[src/rtl/boot_pkg.sv]
// Shared types and constants for the hardware instruction-memory boot loader.
package boot_pkg;

   typedef enum logic [3:0] {
      S_IDLE,
      S_SEND_ACK,
      S_HDR,
      S_PAYLOAD,
      S_FLUSH,
      S_SEND_DONE,
      S_DONE,
      S_SEND_ERR,
      S_ERROR
   } boot_state_t;

   localparam logic [7:0] BOOT_ACK  = 8'h42;
   localparam logic [7:0] BOOT_DONE = 8'h44;
   localparam logic [7:0] BOOT_ERR  = 8'h45;

   // Byte enables for a word whose highest filled lane is 'lane'.
   function automatic logic [3:0] lane_mask(input logic [1:0] lane);
      return (4'b0010 << lane) - 4'b0001;
   endfunction

endpackage

[src/rtl/boot_word_packer.sv]
// Packs a little-endian byte stream into 32-bit words and issues one registered
// write per full word, or a partial write on flush.
module boot_word_packer
   import boot_pkg::*;
(
   input  logic        clk,
   input  logic        reset,
   input  logic        clear_i,
   input  logic        byte_valid_i,
   input  logic [7:0]  byte_i,
   input  logic        flush_i,
   output logic [31:0] word_o,
   output logic [3:0]  be_o,
   output logic        wr_o,
   output logic        full_o
);

   logic [1:0]  lane_q, lane_d;
   logic [23:0] acc_q, acc_d;
   logic [31:0] word_q, word_d;
   logic [3:0]  be_q, be_d;
   logic        wr_q, wr_d;
   logic [31:0] merged;

   assign merged = {8'h00, acc_q} | ({24'h000000, byte_i} << {lane_q, 3'b000});
   assign full_o = byte_valid_i && (lane_q == 2'd3);

   // flush_i qualifies the current byte as the last one: it is written with the
   // partial word in the same registered write.
   always_comb begin
      lane_d = lane_q;
      acc_d  = acc_q;
      word_d = word_q;
      be_d   = be_q;
      wr_d   = 1'b0;
      if (clear_i) begin
         lane_d = 2'd0;
         acc_d  = 24'h0;
      end else if (byte_valid_i) begin
         if (full_o || flush_i) begin
            word_d = merged;
            be_d   = lane_mask(lane_q);
            wr_d   = 1'b1;
            lane_d = 2'd0;
            acc_d  = 24'h0;
         end else begin
            acc_d  = merged[23:0];
            lane_d = lane_q + 2'd1;
         end
      end
   end

   always_ff @(posedge clk or posedge reset) begin
      if (reset) begin
         lane_q <= 2'd0;
         acc_q  <= 24'h0;
         word_q <= 32'h0;
         be_q   <= 4'h0;
         wr_q   <= 1'b0;
      end else begin
         lane_q <= lane_d;
         acc_q  <= acc_d;
         word_q <= word_d;
         be_q   <= be_d;
         wr_q   <= wr_d;
      end
   end

   assign word_o = word_q;
   assign be_o   = be_q;
   assign wr_o   = wr_q;

endmodule

[src/rtl/imem_boot_loader.sv]
// Hardware boot loader: receives a length-prefixed image over UART, writes it
// into instruction memory from LOAD_BASE, reports status and releases the CPU.
//
// state     | meaning
// S_IDLE    | waiting for start
// S_SEND_ACK| sending 'B'
// S_HDR     | receiving 4-byte little-endian length
// S_PAYLOAD | receiving payload bytes
// S_FLUSH   | partial last word being written
// S_SEND_DONE| sending 'D'
// S_DONE    | load complete, CPU released
// S_SEND_ERR| sending 'E'
// S_ERROR   | load failed
module imem_boot_loader
   import boot_pkg::*;
#(
   parameter logic [31:0] LOAD_BASE      = 32'h0000_00C8,
   parameter int unsigned MAX_BYTES      = 32000,
   parameter int unsigned TIMEOUT_CYCLES = 1_000_000
) (
   input  logic        clk,
   input  logic        reset,
   input  logic        start,
   input  logic [7:0]  rx_data,
   input  logic        rx_valid,
   output logic        rx_ready,
   output logic [7:0]  tx_data,
   output logic        tx_valid,
   input  logic        tx_ready,
   output logic        mem_we,
   output logic [31:0] mem_addr,
   output logic [31:0] mem_wdata,
   output logic [3:0]  mem_be,
   output logic        busy,
   output logic        done,
   output logic        error,
   output logic        cpu_release
);

   localparam logic [31:0] TMO_RELOAD = 32'(TIMEOUT_CYCLES - 1);
   localparam logic [31:0] MAX_LEN    = 32'(MAX_BYTES);

   boot_state_t state_q, state_d;
   logic        done_q, done_d;
   logic        error_q, error_d;
   logic [31:0] len_q;
   logic [1:0]  hdr_cnt_q;
   logic [31:0] byte_cnt_q;
   logic [31:0] addr_q;
   logic [31:0] timer_q;

   logic        accept, in_rx, timeout, last_byte;
   logic [31:0] hdr_len;
   logic        pk_clear, pk_flush, pk_wr, pk_full;

   assign accept    = rx_valid && rx_ready;
   assign in_rx     = (state_q == S_HDR) || (state_q == S_PAYLOAD);
   assign timeout   = in_rx && !accept && (timer_q == 32'd0);
   assign hdr_len   = {rx_data, len_q[31:8]};
   assign last_byte = (byte_cnt_q + 32'd1) == len_q;

   always_comb begin
      state_d  = state_q;
      done_d   = done_q;
      error_d  = error_q;
      rx_ready = 1'b0;
      tx_valid = 1'b0;
      tx_data  = 8'h00;
      pk_clear = 1'b0;
      pk_flush = 1'b0;
      case (state_q)
         S_IDLE, S_DONE, S_ERROR: begin
            if (start) begin
               done_d   = 1'b0;
               error_d  = 1'b0;
               pk_clear = 1'b1;
               state_d  = S_SEND_ACK;
            end
         end
         S_SEND_ACK: begin
            tx_valid = 1'b1;
            tx_data  = BOOT_ACK;
            if (tx_ready) state_d = S_HDR;
         end
         S_HDR: begin
            rx_ready = 1'b1;
            if (accept) begin
               if (hdr_cnt_q == 2'd3) begin
                  if (hdr_len == 32'd0)      state_d = S_SEND_DONE;
                  else if (hdr_len > MAX_LEN) state_d = S_SEND_ERR;
                  else                        state_d = S_PAYLOAD;
               end
            end else if (timeout) begin
               state_d = S_SEND_ERR;
            end
         end
         S_PAYLOAD: begin
            rx_ready = 1'b1;
            if (accept) begin
               if (last_byte) begin
                  pk_flush = 1'b1;
                  state_d  = pk_full ? S_SEND_DONE : S_FLUSH;
               end
            end else if (timeout) begin
               state_d = S_SEND_ERR;
            end
         end
         S_FLUSH: state_d = S_SEND_DONE;
         S_SEND_DONE: begin
            // Hold 'D' back while a completing full-word write is still on the
            // port so the status byte always trails the final write by a cycle.
            tx_data = BOOT_DONE;
            if (!pk_wr) begin
               tx_valid = 1'b1;
               if (tx_ready) begin
                  done_d  = 1'b1;
                  state_d = S_DONE;
               end
            end
         end
         S_SEND_ERR: begin
            tx_valid = 1'b1;
            tx_data  = BOOT_ERR;
            if (tx_ready) begin
               error_d = 1'b1;
               state_d = S_ERROR;
            end
         end
         default: state_d = S_IDLE;
      endcase
   end

   always_ff @(posedge clk or posedge reset) begin
      if (reset) begin
         state_q <= S_IDLE;
         done_q  <= 1'b0;
         error_q <= 1'b0;
      end else begin
         state_q <= state_d;
         done_q  <= done_d;
         error_q <= error_d;
      end
   end

   always_ff @(posedge clk or posedge reset) begin
      if (reset) begin
         len_q      <= 32'h0;
         hdr_cnt_q  <= 2'd0;
         byte_cnt_q <= 32'h0;
         addr_q     <= 32'h0;
         timer_q    <= 32'h0;
      end else begin
         if (state_q != S_HDR)  hdr_cnt_q <= 2'd0;
         else if (accept) begin
            hdr_cnt_q <= hdr_cnt_q + 2'd1;
            len_q     <= hdr_len;
         end

         if (state_q != S_PAYLOAD) byte_cnt_q <= 32'h0;
         else if (accept)          byte_cnt_q <= byte_cnt_q + 32'd1;

         if (state_q == S_HDR && state_d == S_PAYLOAD) addr_q <= LOAD_BASE;
         else if (pk_wr)                               addr_q <= addr_q + 32'd4;

         if (!in_rx || accept)     timer_q <= TMO_RELOAD;
         else if (timer_q != 32'd0) timer_q <= timer_q - 32'd1;
      end
   end

   boot_word_packer u_packer (
      .clk          (clk),
      .reset        (reset),
      .clear_i      (pk_clear),
      .byte_valid_i (accept && (state_q == S_PAYLOAD)),
      .byte_i       (rx_data),
      .flush_i      (pk_flush),
      .word_o       (mem_wdata),
      .be_o         (mem_be),
      .wr_o         (pk_wr),
      .full_o       (pk_full)
   );

   assign mem_we      = pk_wr;
   assign mem_addr    = addr_q;
   assign busy        = !((state_q == S_IDLE) || (state_q == S_DONE) || (state_q == S_ERROR));
   assign done        = done_q;
   assign error       = error_q;
   assign cpu_release = done_q;

endmodule
[config.mk]
export PLATFORM = sky130hd
export DESIGN_NAME = imem_boot_loader
export DESIGN_NICKNAME = d
export VERILOG_FILES = /design/src/rtl/boot_pkg.sv /design/src/rtl/boot_word_packer.sv /design/src/rtl/imem_boot_loader.sv
export SDC_FILE = /design/constraint.sdc
export NUM_CORES = 1
export LEC_CHECK = 0
export ABC_CLOCK_PERIOD_IN_PS = 10700
export CAP_MARGIN = 0
export CORE_MARGIN = 3
export CORE_UTILIZATION = 45
export CTS_CLUSTER_SIZE = 10
export DETAILED_ROUTE_END_ITERATION = 6
export PLACE_DENSITY = 0.74
export SETUP_SLACK_MARGIN = 0.3
export SLEW_MARGIN = 20
export SYNTH_ARGS = -nofsm -noshare
export SYNTH_HDL_FRONTEND = slang
export SYNTH_SLANG_ARGS = --single-unit
[constraint.sdc]
create_clock -name clk -period 10.7 [get_ports clk]
set_input_delay 2.14 -clock clk [delete_from_list [all_inputs] [get_ports clk]]
set_output_delay 2.14 -clock clk [all_outputs]
set_load 0.1 [all_outputs]
==> impl_metrics.py, run 1 <==
metrics = {
    "placement": {
        "place_hpwl_um": 16500,
        "gp_congestion": 0.897,
        "port_buffers": 89,
    },
    "worst_setup_path": {
        "crit_fanout": 11,
        "path_class": "reg2out",
        "cp-start-kind": "register",
        "endpoint_kind": "output port",
        "crit_required_ps": 8560,
        "crit_arrival_ps": 2920,
    },
    "drt": {
        "drc_errors": 0,
        "vias": 8185,
        "drt-total-wl_um": 24700,
        "via_per_inst": 5.60,
        "ant_nets": 0,
        "dr.pass1.iters": 5,
        "wl_per_cell_um": 16.9,
        "drt_iter0_drc": 641,
    },
    "yosys": {
        "synth.avg_cell_area_um2": 9.74,
        "synth_flop_cell": "dfrtp_1",
        "synth_top_family_by_area": "simple AND/OR/NAND/NOR gates",
        "synth_top_area_cell": "dfrtp_1",
        "yosysWarnings": 0,
        "synthAdderAreaFrac_pct": 0.941,
        "yosysMostFrequentCell": "dfrtp_1",
        "ys_top_cells_by_area": "dfrtp_1 46%, xnor2_1 5.1%, xor2_1 5.0%, nor2_1 4.3%, mux2_2 3.4%",
        "synth_top_area_share_pct": 46.3,
        "synth_cell_types": 65,
        "synthMuxAreaShare_pct": 7.29,
        "synth.ff_latch_count": 197,
        "synth_common_cells": "197 x dfrtp_1, 122 x nor2_1, 64 x nand2_1",
        "synth-async-reset-ratio_pct": 100,
        "netlist_instances": 1092,
        "synth_xor_area_share_pct": 10.1,
        "synth_edf_count": 0,
        "yosysSeqAreaShare_pct": 46.3,
        "synth-simple-area-share_pct": 21.5,
        "synthesis.area_mm2": 0.0106,
        "synth_compound_area_share_pct": 8.76,
    },
    "final_layout": {
        "n_antenna_cell": 0,
        "drive_gt1_share_pct": 8.62,
        "areaGrowthSynthToFinish_pct": 15.1,
        "nNetsFinal": 1156,
    },
    "global_route": {
        "grt_antenna_before_repair": 0,
        "grt_pass1_wl_um": 41200,
        "grt_util_all_layers_pct": 19.4,
        "grt_max_degree": 130,
        "grt_pass1_vias": 8031,
        "grt-ovfl-total": 0,
    },
    "floorplan": {
        "num_rows": 55,
        "dieArea_mm2": 0.0255,
        "initial_core_util_pct": 46.4,
        "core_mm2": 0.0229,
        "die_w_um": 160,
        "die_h_um": 160,
        "io_pins": 96,
    },
    "clock_network": {
        "numClockSinks": 197,
        "clock_path_buffers": 2,
        "clock-root-buffer": "clkbuf_16",
        "cts_hold_buffers": 0,
        "clk_latency_ps": 450,
        "cts_setup_buffers": 0,
        "clkTransAtPathRegs_ps": 80,
        "cts_tree": "built",
        "ctsResizeCount": 0,
        "htreeDepth": 4,
        "cts_made_buffers": 17,
    },
    "pwr": {
        "leakage_nw": 5.35,
        "ir_worst_vdd_v": 0.000306,
        "power_per_cell_area_mw_per_mm2": 286,
    },
    "sta": {
        "maxSlewViolCount": 0,
        "tns_ps": 0,
        "finalHoldViolCount": 0,
        "rsz0062_at_grt": "no",
        "layout_min_cycle_time_ps": 5060,
        "hold_slack_ps": 489,
        "relSlewSlack_pct": 29.6,
        "tightest_slew_ps": 1050,
        "max_freq_mhz": 198,
        "skew_ps": 15.6,
        "setup_viol": 0,
        "fin_crit_sh_pct": 47.3,
    },
    "run_status": {
        "status": "complete, no violations",
    },
    "run": {
        "maxCapViolCount": 0,
    },
    "min_path": {
        "hold_path.class": "reg2reg",
    },
}
-- power breakdown --
part / leakage [nW] / internal (mW) / switching [mW]
sequential: 2.48 / 0.950 / 0.232
combinational: 2.58 / 0.496 / 1.19
clock: 0.289 / 0.314 / 0.321
total: 5.35 / 1.76 / 1.74
-- worst paths after layout --
path	cells past startpoint	start	endpoint	slack, ps
min in group asynchronous	2	reset	mem_addr[11]	2280
max in group asynchronous	3	reset	u_packer.word_o[21]	6970
setup reg to reg	10	byte_cnt_q[11]	u_packer.word_o[31]	6290
hold reg to reg	1	u_packer.be_o[0]	u_packer.be_o[0]	490
setup / recovery	4	state_q[0]	tx_valid	5640
hold / removal	1	u_packer.be_o[0]	u_packer.be_o[0]	490
-- cell usage in the layout, fill, tap and decap left out, types with 3 or more instances in the layout --
cell type,count
dfrtp_1,197
nor2_1,122
clkdlybuf4s50_1,89
nand2_1,63
xnor2_1,62
xor2_1,61
nor3_1,54
a21oi_1,46
inv_1,45
mux2_2,32
nand4_1,29
nand3_1,28
mux2i_1,28
nand3b_1,28
o211a_1,24
and3_1,20
o21ai_0,20
nor4_1,18
clkbuf_16,17
or3_1,15
and4_1,12
nand2b_1,11
inv_8,9
mux2_4,9
ha_1,8
nor2b_1,7
or4_1,7
buf_4,7
conb_1,6
inv_6,5
a211oi_1,4
o31ai_1,4
and2_1,4
or2_2,4
a22o_1,3
a21o_1,3
a211o_1,3
a31oi_1,3
-- logic make-up after synthesis --
| kind of cell | after synthesis |
|---|---|
| adder cells (fa/ha/maj) | 8 |
| AND/OR/NAND/NOR | 437 |
| AO/OA/AOI/OAI | 134 |
| buffers and inverters | 123 |
| other | 1 |
| multiplexers | 69 |
| flip-flops | 197 |
| XOR/XNOR | 123 |
-- per-stage QoR --
stage | instance area [um^2] | power [mW] | worst slack [ps] | util [%] | instances
2_1_floorplan | 10700 | 2.46 | 3190 | - | 1097
3_3_place_gp | 11700 | 2.84 | 5380 | 50.9 | 1429
3_5_place_dp | 11700 | 2.87 | 5270 | 50.9 | 1429
4_1_cts | 12200 | 3.52 | 5680 | 53.4 | 1461
5_1_grt | 12200 | 3.67 | 5460 | 53.4 | 1461
6_report | 12200 | 3.50 | 5640 | 53.4 | 1461
-- worst max-delay path: stages (launching register included) --
cell and delay [ps]:
dfrtp_1 540, nor2b_1 260, nand2_1 170, o21ai_0 310, clkdlybuf4s50_1 1200
-- flip-flops by register name (all words and copies together), names as in the netlist --
register,flops
byte_cnt_q,32
timer_q,32
hdr_cnt_q,2
u_packer.wr_o,1
u_packer.lane_q,2
error,1
len_q,32
cpu_release,1
mem_addr,30
u_packer.word_o,32
u_packer.be_o,4
u_packer.acc_q,24
state_q,4
-- cell type report --
type,count,area (um^2)
Timing Repair Buffer,96,943
Clock inverter,15,148
Multi-Input combinational cell,777,5230
Fill cell,2054,10700
Sequential cell,197,4930
Clock buffer,17,425
Inverter,46,180
Tap cell,313,392
-- routing by layer --
layer	global-route usage, %	part of all wire, %	up-vias
met3	3.84	5.4	34
met1	27.5	47	4032
met5	0	0	-
met4	5.81	1.7	0
li1	-	-	3875
met2	30.4	46	244
(Power assumes the default switching activity.)
==> run 2: changes to the inputs <==
Settings changed: ABC_CLOCK_PERIOD_IN_PS 10700 to 5000.
Clock period 10.7 ns to 5 ns, I/O delays scaled along.
==> run 2 against run 1 <==
Net effect:
- sequential cell count is the same
- sequential power increased by 110%
- design area is 0.41% higher
- cell count grew 0.21%
- core utilization grew 0.22 points
- largest cell class unchanged
- largest power group unchanged
- highest routed layer unchanged
==> impl_metrics.py, run 2 (synthesis gave the netlist of run 1 again) <==
metrics = {
    "run_status": {
        "status": "complete, no violations",
    },
    "pwr": {
        "power_per_cell_area_mw_per_mm2": 611,
        "leakage_nw": 5.37,
        "ir_worst_vdd_v": 0.000561,
    },
    "final_layout": {
        "fillers": 2040,
        "nNetsFinal": 1159,
        "layout.cells.non_filler": 1464,
        "final_cell_mix": "197 x dfrtp_1, 122 x nor2_1, 89 x clkdlybuf4s50_1",
        "final_common_cell": "dfrtp_1",
        "areaGrowthSynthToFinish_pct": 15.6,
        "drive_gt1_share_pct": 8.69,
        "n_antenna_cell": 0,
    },
    "global_route": {
        "grt_util_all_layers_pct": 19.4,
        "grt-ovfl-total": 0,
        "grt_pass1_vias": 7990,
        "grt_pass1_wl_um": 40900,
        "grt_antenna_before_repair": 0,
        "grt.met2_usage_pct": 30.7,
        "grt.busiest_layer": "met2",
        "use_met3_pct": 4.38,
        "met1_usage_pct": 26.7,
        "grt_max_degree": 181,
    },
    "worst_setup_path": {
        "crit_arrival_ps": 3040,
        "worstReg2RegEnd": "u_packer.be_o[2]",
        "cp_top_family": "buffers and inverters",
        "max_stage_delay_ps": 1210,
        "path_class": "reg2out",
        "ff2ff_path_depth": 10,
        "cpMaxStageDelayCell": "clkdlybuf4s50_1",
        "cp-start-kind": "register",
        "ff2ff_setup_slack_ps": 1020,
        "critPathBufInv": 1,
        "path_cells": "nor2b_1 > nand2_1 > o21ai_0 > clkdlybuf4s50_1",
        "crit_required_ps": 4000,
        "endpoint_kind": "output port",
        "r2r-start": "byte_cnt_q[0]",
        "crit_fanout": 11,
    },
    "sta": {
        "tns_ps": 0,
        "tightest_slew_ps": 1050,
        "skew_ps": 18.8,
        "layout_min_cycle_time_ps": 4040,
        "max_freq_mhz": 248,
        "rsz0062_at_grt": "no",
        "fin_crit_sh_pct": 80.8,
        "setup_viol": 0,
        "relSlewSlack_pct": 29.9,
        "maxSlewViolCount": 0,
        "setup_slack_ps": 961,
        "finalHoldViolCount": 0,
    },
    "min_path": {
        "whs_path_depth": 1,
        "min_from": "u_packer.be_o[0]",
        "holdPathEnd": "u_packer.be_o[0]",
        "hold_path.class": "reg2reg",
    },
    "clock_network": {
        "clk_latency_ps": 450,
        "cts_setup_buffers": 0,
        "clock-root-buffer": "clkbuf_16",
        "cts_hold_buffers": 0,
        "numClockSinks": 197,
        "clkTransAtPathRegs_ps": 90,
        "ctsResizeCount": 0,
        "htreeDepth": 4,
        "cts_made_buffers": 17,
        "cts_tree": "built",
        "clock_path_buffers": 2,
    },
    "floorplan": {
        "core_mm2": 0.0229,
        "dieArea_mm2": 0.0255,
        "num_rows": 55,
        "die_h_um": 160,
        "io_pins": 96,
        "initial_core_util_pct": 46.4,
        "die_w_um": 160,
    },
    "placement": {
        "port_buffers": 89,
        "pre_cts_slack_ps": 1050,
        "gp_congestion": 0.911,
        "place_hpwl_um": 16400,
        "dp.cells": 1432,
    },
    "drt": {
        "dr.pass1.iters": 5,
        "drc_errors": 0,
        "drt_iter0_drc": 561,
        "ant_nets": 0,
        "vias": 8164,
        "drt-total-wl_um": 24500,
        "wl_per_cell_um": 16.8,
        "via_per_inst": 5.58,
    },
    "run": {
        "maxCapViolCount": 0,
    },
}
-- run 2: changes by cell type in the layout (fill, tap and decap cells not counted), sizes merged --
| cell | previous run | this run |
|---|---|---|
| inv | 59 | 54 |
| clkinv | 2 | 5 |
| clkinvlp | 0 | 2 |
| buf | 7 | 10 |
-- run 2: worst register-to-register path, stage by stage, from the launching register on --
cell and delay [ps]:
dfrtp_1 470, ha_1 350, nand4_4 190, nor4_1 780, nand3_1 190, and3_1 220
o2111ai_1 290, nor4_4 100, o21ai_4 130, buf_4 660, mux2_2 480
-- run 2: area by class of cell --
cell class	count	area, um^2	area share (%)
flip-flops and latches	197	4930	40.1
clock inverters	15	175	1.42
inverters	46	176	1.43
well taps	313	392	3.19
clock buffers	17	425	3.46
multi-input cells	777	5220	42.4
repair buffers	99	978	7.96
-- run 2: routing by layer --
layer  vias to the layer above  share of wire, %
met3                        33               5.3
met5                         -                 0
met2                       227                46
li1                       3891                 -
met4                         0               1.9
met1                      4013                47
-- run 2: how the worst max path moves through the flow --
stage	start	end	slack [ps]	depth (start not counted)
2_1_floorplan	u_packer.wr_o	tx_valid	870	3
3_3_place_gp	byte_cnt_q[0]	u_packer.be_o[2]	1180	10
3_5_place_dp	byte_cnt_q[0]	u_packer.be_o[2]	1050	10
4_1_cts	byte_cnt_q[0]	u_packer.be_o[2]	1040	10
5_1_grt	byte_cnt_q[0]	u_packer.be_o[2]	840	10
6_report	state_q[0]	tx_valid	960	4
-- run 2: report_power, final --
part	switching [mW]	total, mW	internal (mW)	leakage, nW
Combinational	2.54	3.61	1.07	2.59
Sequential	0.486	2.52	2.03	2.48
Clock	0.704	1.38	0.680	0.289
Total	3.73	7.51	3.78	5.37
-- run 2: per-stage QoR --
step / hold slack (ps) / area, um^2 / total power [mW] / utilization (%)
2_1_floorplan: 474 / 10700 / 5.26 / -
3_3_place_gp: 457 / 11700 / 6.08 / 51.0
3_5_place_dp: 458 / 11700 / 6.15 / 51.0
4_1_cts: 479 / 12300 / 7.55 / 53.6
5_1_grt: 512 / 12300 / 7.89 / 53.7
6_report: 472 / 12300 / 7.51 / 53.7
